`config.mk`:
```
export PLATFORM = sky130hd
export DESIGN_NAME = pc_unit
export DESIGN_NICKNAME = d
export VERILOG_FILES = /design/src/rtl/pc_unit.sv
export SDC_FILE = /design/constraint.sdc
export NUM_CORES = 1
export LEC_CHECK = 0
export CAP_MARGIN = 20
export CORE_MARGIN = 3
export CORE_UTILIZATION = 35
export CTS_BUF_LIST = sky130_fd_sc_hd__clkbuf_4
export CTS_CLUSTER_SIZE = 30
export DETAILED_ROUTE_END_ITERATION = 10
export GPL_TIMING_DRIVEN = 0
export HOLD_SLACK_MARGIN = 0.15
export PLACE_DENSITY_LB_ADDON = 0.05
export SETUP_SLACK_MARGIN = 0.5
export SLEW_MARGIN = 25
export SYNTH_ARGS = -nofsm -noshare
export SYNTH_HDL_FRONTEND = slang
export SYNTH_SLANG_ARGS = --single-unit
```
`constraint.sdc`:
```
create_clock -name clk_i -period 3.29 [get_ports clk_i]
set_clock_uncertainty 0.05 [all_clocks]
set_input_delay 0.658 -clock clk_i [delete_from_list [all_inputs] [get_ports clk_i]]
set_output_delay 0.658 -clock clk_i [all_outputs]
set_load 0.05 [all_outputs]
```
`src/rtl/pc_unit.sv`:
```
// pc_unit: IF-stage program counter with held-redirect buffer, trap/return
// redirection with EPC/cause capture, misaligned-target detection and fetch counter.
module pc_unit #(
  parameter int unsigned     XLEN      = 32,
  parameter logic [XLEN-1:0] RESET_VEC = XLEN'(32'h0000_0000),
  parameter logic [XLEN-1:0] TRAP_VEC  = XLEN'(32'h0000_0080),
  parameter int unsigned     STEP      = 4,
  parameter int unsigned     CNT_W     = 16
) (
  input  logic             clk_i,
  input  logic             rst_i,
  input  logic             start_i,
  input  logic             stall_i,
  input  logic             branch_i,
  input  logic [XLEN-1:0]  branch_tgt_i,
  input  logic             trap_i,
  input  logic [3:0]       trap_cause_i,
  input  logic             mret_i,
  output logic [XLEN-1:0]  pc_o,
  output logic             valid_o,
  output logic             trap_o,
  output logic [XLEN-1:0]  epc_o,
  output logic [3:0]       cause_o,
  output logic [XLEN-1:0]  badaddr_o,
  output logic [CNT_W-1:0] fetch_cnt_o
);

  localparam logic [0:0]      ST_IDLE        = 1'b0;
  localparam logic [0:0]      ST_RUN         = 1'b1;
  localparam logic [XLEN-1:0] STEP_V         = XLEN'(STEP);
  // STEP is a power of two, so STEP-1 masks exactly the offset bits; zero when STEP = 1.
  localparam logic [XLEN-1:0] ALIGN_MASK     = XLEN'(STEP - 1);
  localparam logic [3:0]      CAUSE_MISALIGN = 4'hA;

  logic [0:0]       state_r,    state_s;
  logic [XLEN-1:0]  pc_r,       pc_s;
  logic             valid_r,    valid_s;
  logic             trap_r,     trap_s;
  logic [XLEN-1:0]  epc_r,      epc_s;
  logic [3:0]       cause_r,    cause_s;
  logic [XLEN-1:0]  badaddr_r,  badaddr_s;
  logic [CNT_W-1:0] cnt_r,      cnt_s;
  logic             pend_v_r,   pend_v_s;
  logic [XLEN-1:0]  pend_tgt_r, pend_tgt_s;
  logic             misalign_s;
  logic             adv_s;

  // Next-state selection: IDLE/RUN control and the RUN redirect priority chain.
  always_comb begin
    state_s    = state_r;
    pc_s       = pc_r;
    valid_s    = 1'b0;
    trap_s     = 1'b0;
    epc_s      = epc_r;
    cause_s    = cause_r;
    badaddr_s  = badaddr_r;
    pend_v_s   = pend_v_r;
    pend_tgt_s = pend_tgt_r;
    adv_s      = 1'b0;
    misalign_s = branch_i && ((branch_tgt_i & ALIGN_MASK) != {XLEN{1'b0}});

    case (state_r)
      ST_IDLE: begin
        pc_s     = RESET_VEC;
        pend_v_s = 1'b0;
        if (start_i) begin
          state_s = ST_RUN;
        end else begin
          state_s = ST_IDLE;
        end
      end
      ST_RUN: begin
        if (!start_i) begin
          state_s  = ST_IDLE;
          pc_s     = RESET_VEC;
          pend_v_s = 1'b0;
        end else begin
          valid_s = !stall_i;
          if (trap_i || misalign_s) begin
            pc_s      = TRAP_VEC;
            epc_s     = pc_r;
            trap_s    = 1'b1;
            pend_v_s  = 1'b0;
            adv_s     = 1'b1;
            cause_s   = trap_i ? trap_cause_i : CAUSE_MISALIGN;
            badaddr_s = trap_i ? {XLEN{1'b0}} : branch_tgt_i;
          end else if (mret_i) begin
            pc_s     = epc_r;
            pend_v_s = 1'b0;
            adv_s    = 1'b1;
          end else if (branch_i && !stall_i) begin
            // A fresh branch at stall release supersedes any held redirect.
            pc_s     = branch_tgt_i;
            pend_v_s = 1'b0;
            adv_s    = 1'b1;
          end else if (branch_i) begin
            pend_tgt_s = branch_tgt_i;
            pend_v_s   = 1'b1;
          end else if (stall_i) begin
            pc_s = pc_r;
          end else if (pend_v_r) begin
            pc_s     = pend_tgt_r;
            pend_v_s = 1'b0;
            adv_s    = 1'b1;
          end else begin
            pc_s  = pc_r + STEP_V;
            adv_s = 1'b1;
          end
        end
      end
      default: begin
        state_s  = ST_IDLE;
        pc_s     = RESET_VEC;
        pend_v_s = 1'b0;
      end
    endcase

    if (adv_s) begin
      cnt_s = cnt_r + CNT_W'(1);
    end else begin
      cnt_s = cnt_r;
    end
  end

  // State and output registers with synchronous reset.
  always_ff @(posedge clk_i) begin
    if (rst_i) begin
      state_r    <= ST_IDLE;
      pc_r       <= RESET_VEC;
      valid_r    <= 1'b0;
      trap_r     <= 1'b0;
      epc_r      <= {XLEN{1'b0}};
      cause_r    <= 4'h0;
      badaddr_r  <= {XLEN{1'b0}};
      cnt_r      <= {CNT_W{1'b0}};
      pend_v_r   <= 1'b0;
      pend_tgt_r <= {XLEN{1'b0}};
    end else begin
      state_r    <= state_s;
      pc_r       <= pc_s;
      valid_r    <= valid_s;
      trap_r     <= trap_s;
      epc_r      <= epc_s;
      cause_r    <= cause_s;
      badaddr_r  <= badaddr_s;
      cnt_r      <= cnt_s;
      pend_v_r   <= pend_v_s;
      pend_tgt_r <= pend_tgt_s;
    end
  end

  assign pc_o        = pc_r;
  assign valid_o     = valid_r;
  assign trap_o      = trap_r;
  assign epc_o       = epc_r;
  assign cause_o     = cause_r;
  assign badaddr_o   = badaddr_r;
  assign fetch_cnt_o = cnt_r;

endmodule

```
==> Implementation_results.wiki <==
{| class="wikitable"
! Metric !! Value
|-
| Power density over the cells || 381 nW/um^2
|-
| Number of standard cells in the final layout excluding fillers || 1,315
|-
| Ys flop type || dfxtp_1
|-
| Critical path endpoint category || flip-flop
|-
| Number of core rows || 51
|-
| CP dominant cell by count || buf_1
|-
| Fill cells || approximately 2,000
|-
| Number of distinct standard cells referenced by the synthesized netlist || 74
|-
| Footprint of the multi-input gates || 3650 um^2
|-
| Width of the die || 147 um
|-
| Most congested layer reported by global routing || met2
|-
| Post-CTS Setup Bufs || 0
|-
| Total non-filler cell area in the finished layout || 9250 um^2
|-
| Hold WC Path Type || reg -> reg
|-
| Global Route met3 Usage || 0.0635
|-
| Total of max-cap violations || 0
|-
| Area Overhead vs Synth || 32.3%
|-
| Period utilisation layout || 0.820
|-
| Commonest non-fill, non-tap cell in the layout || nand2_1
|-
| Clock transition at the register clock pins on the worst setup and hold paths after CTS || 0.13 ns
|-
| I/O pins || ~160
|-
| Critical Path Source Type || flip-flop
|-
| Hold Worst Slack || 0.414 ns
|-
| Peak Freq || 371 MHz
|-
| Detailed-placement wirelength estimate || a little under 20,000 um
|-
| Clock latency of the later-clocked register in the worst-skew pair || 0.57 ns
|-
| First-pass GRT wire length || 41,100 um
|-
| Largest area contributor in the netlist || dfxtp_1
|-
| Antenna Nets Post-Route || 0
|-
| Total wirelength of the detailed-routed design || 27,000 um
|-
| Buffers plus inverters on the worst setup path || 3
|-
| Arrival time worst endpoint || just over 3 ns
|-
| Fraction of met1 tracks used by global routing || 0.336
|-
| Number of global-route vias before repair || 6,904
|-
| Most frequent cells in the layout || nand2_1, clkdlybuf4s50_1, dfxtp_1
|-
| Clock sink count || ~150
|-
| Total of warnings raised by yosys || 0
|-
| Buffers added on ports || 158
|-
| DRC marker count from the first detailed-route iteration || 595
|-
| Remaining design rule violation count || 0
|-
| R2R Setup Slk || 0.59 ns
|-
| Total clock buffers created by CTS || 17
|-
| Synth Area per Inst || 8.13 um^2
|-
| Post-Syn Nets || 905
|-
| Largest stage delay on the critical path || 0.71 ns
|-
| FF+latch area || 3040 um^2
|-
| Pin slew with the least headroom to its limit || between 0.9 and 1 ns
|-
| Final Core Density || 0.474
|-
| Setup repair after global routing missed its margin || false
|-
| Worst Path Max Fanout || 10
|-
| TritonCTS clock tree || done
|-
| Die height || 147 um
|-
| Classification of the worst setup path || reg -> reg
|-
| Via count of the routed design || between 7,000 and 8,000
|-
| Total power || 3.53 mW
|-
| Area enclosed by the die boundary || roughly 22,000 um^2
|-
| Main area contributors after synthesis || dfxtp_1, nand2_1, a21oi_1, a22o_1, nor2_1
|-
| Final weighted congestion in routability-driven placement || between 0.9 and 1
|-
| Synthesized instance count || 860
|-
| Sequential-to-total area share from yosys stat || 0.435
|-
| Area of the mapped netlist || 6990 um^2
|-
| Net count, final || 1,082
|-
| Routed via count divided by cell count || 5.52
|-
| H-tree levels || 4
|-
| LEAKAGE || 3.19 nW
|-
| Headroom to the max-slew limit || 0.391
|-
| Number of detailed-routing iterations run before antenna repair || 6
|-
| Number of setup violations in the final report || 0
|-
| Gate family responsible for the most delay along the worst path || buffers and inverters
|-
| Post-place setup slack || -0.195 ns
|-
| Met2 usage || 0.394
|-
| Data required time of the critical path || 3.70 ns
|-
| Overflow left after global routing || 0
|-
| Min Clock Period, post-route || 2.70 ns
|-
| Slowest-stage cell, CP || buf_1
|-
| Number of endpoints with negative hold slack in the final report || 0
|-
| Worst IR drop on VDD || 278 uV
|-
| CTS root buf || clkbuf_4
|-
| Fin. max-slew vios || 0
|-
| Dpl cell area || 8910 um^2
|-
| Fraction of final layout cells sized beyond drive strength 1 || 0.0724
|-
| Number of enable-type register cells in the synthesized netlist || 0
|-
| Pin count of the biggest net entering global routing || 17
|-
| Ordered list of cells on the worst path || inv_1, buf_1, buf_1, o21ai_0, a221o_1
|-
| Top cell type's share of synthesized area || 0.435
|-
| GRT Total Usage || 0.246
|-
| Initial standard-cell utilization of the core || 0.358
|-
| Maximum buffer depth of the clock tree || 2
|-
| Post-synthesis register bit count || roughly 150
|-
| Ys async rst share || 0
|-
| Antenna violations before repair || 1
|-
| Standard cell core area || a little under 20,000 um^2
|-
| Setup total negative slack || 0 ns
|-
| Status || completed
|-
| # hold bufs at CTS || 0
|-
| Final critical-path setup slack || slightly below 0.6 ns
|-
| Routed wirelength normalized by instance count || 20.6 um
|-
| Number of placed instances, taps included || 1,283
|}
synth_stat cells (5+ instances only):
master    count
a211o_1       6
a211oi_1      5
a21o_1        6
a21oi_1      92
a22o_1       36
and3_1        9
and4_1        5
buf_1         5
buf_2        20
clkbuf_1     38
dfxtp_1     152
inv_1         9
mux2i_1       9
nand2_1     174
nand2b_1     11
nand3_1      28
nand4_1      15
nor2_1       51
nor3_1       23
nor3b_1       5
nor4_1        5
o21ai_0      33
o221ai_1      7
o22ai_1       5
o31ai_1       6
or3_1         5
xnor2_1      18
cells by family (layout without fill, tap and decap cells):
group / Yosys count / count (layout) / synth area share
xor gates and xnor gates: 22 / 22 / 0.0276
buffers and inverters: 76 / 265 / 0.0453
DFF: 152 / 152 / 0.435
muxes: 9 / 9 / 0.0129
AOI/OAI and AO/OA: 243 / 243 / 0.233
other: 0 / 1 / 0
and+or+nand+nor: 356 / 356 / 0.242
adders and majority gates: 2 / 2 / 0.00358
path summary, 6_finish.rpt:
path / start / endpoint / depth (start not counted)
hold / removal: pend_tgt_r[3] / pend_tgt_r[3] / 2
hold reg to reg: pend_tgt_r[3] / pend_tgt_r[3] / 2
setup / recovery: pend_v_r / pc_o[14] / 5
setup reg to reg: pend_v_r / pc_o[14] / 5
worst reg2reg max path: cells and delay by family, from the launching register on:
family / cells / cell delay, ns
AOI/OAI and AO/OA: 2 / 0.59
buffers and inverters: 3 / 1.58
DFF: 1 / 0.37
sequential cells by signal, summed over array words and instances, names as in the netlist:
signal / count
valid_o: 1
pc_o: 32
pend_v_r: 1
cause_o: 4
fetch_cnt_o: 16
state_r: 1
epc_o: 32
trap_o: 1
badaddr_o: 32
pend_tgt_r: 32
cell type report:
class                   count  share of cell area
diodes                      1            0.000271
plain buffers              66              0.0303
repair buffers            158               0.172
clock buffers              19              0.0154
multi-input cells         632               0.394
clock inverters            12              0.0192
well taps                 265              0.0358
inverters                  10             0.00406
flip-flops and latches    152               0.329
layer usage:
layer | wire (um) | vias up
met5 | 0 | -
met3 | 2240 | 42
met1 | 12000 | 3447
met2 | 12400 | 331
met4 | 386 | 0
li1 | - | 3444
power breakdown:
group	switching, mW	internal [mW]	total, mW
logic	0.225	0.111	0.335
clock network	0.714	0.616	1.33
registers	0.00920	1.85	1.86
repair_timing:
action | CTS | global route
endpoints found under the setup margin | 5 | 2
gates resized for setup | 2 | 2
endpoints found under the hold margin | 0 | 0
(Power assumes the default switching activity.)
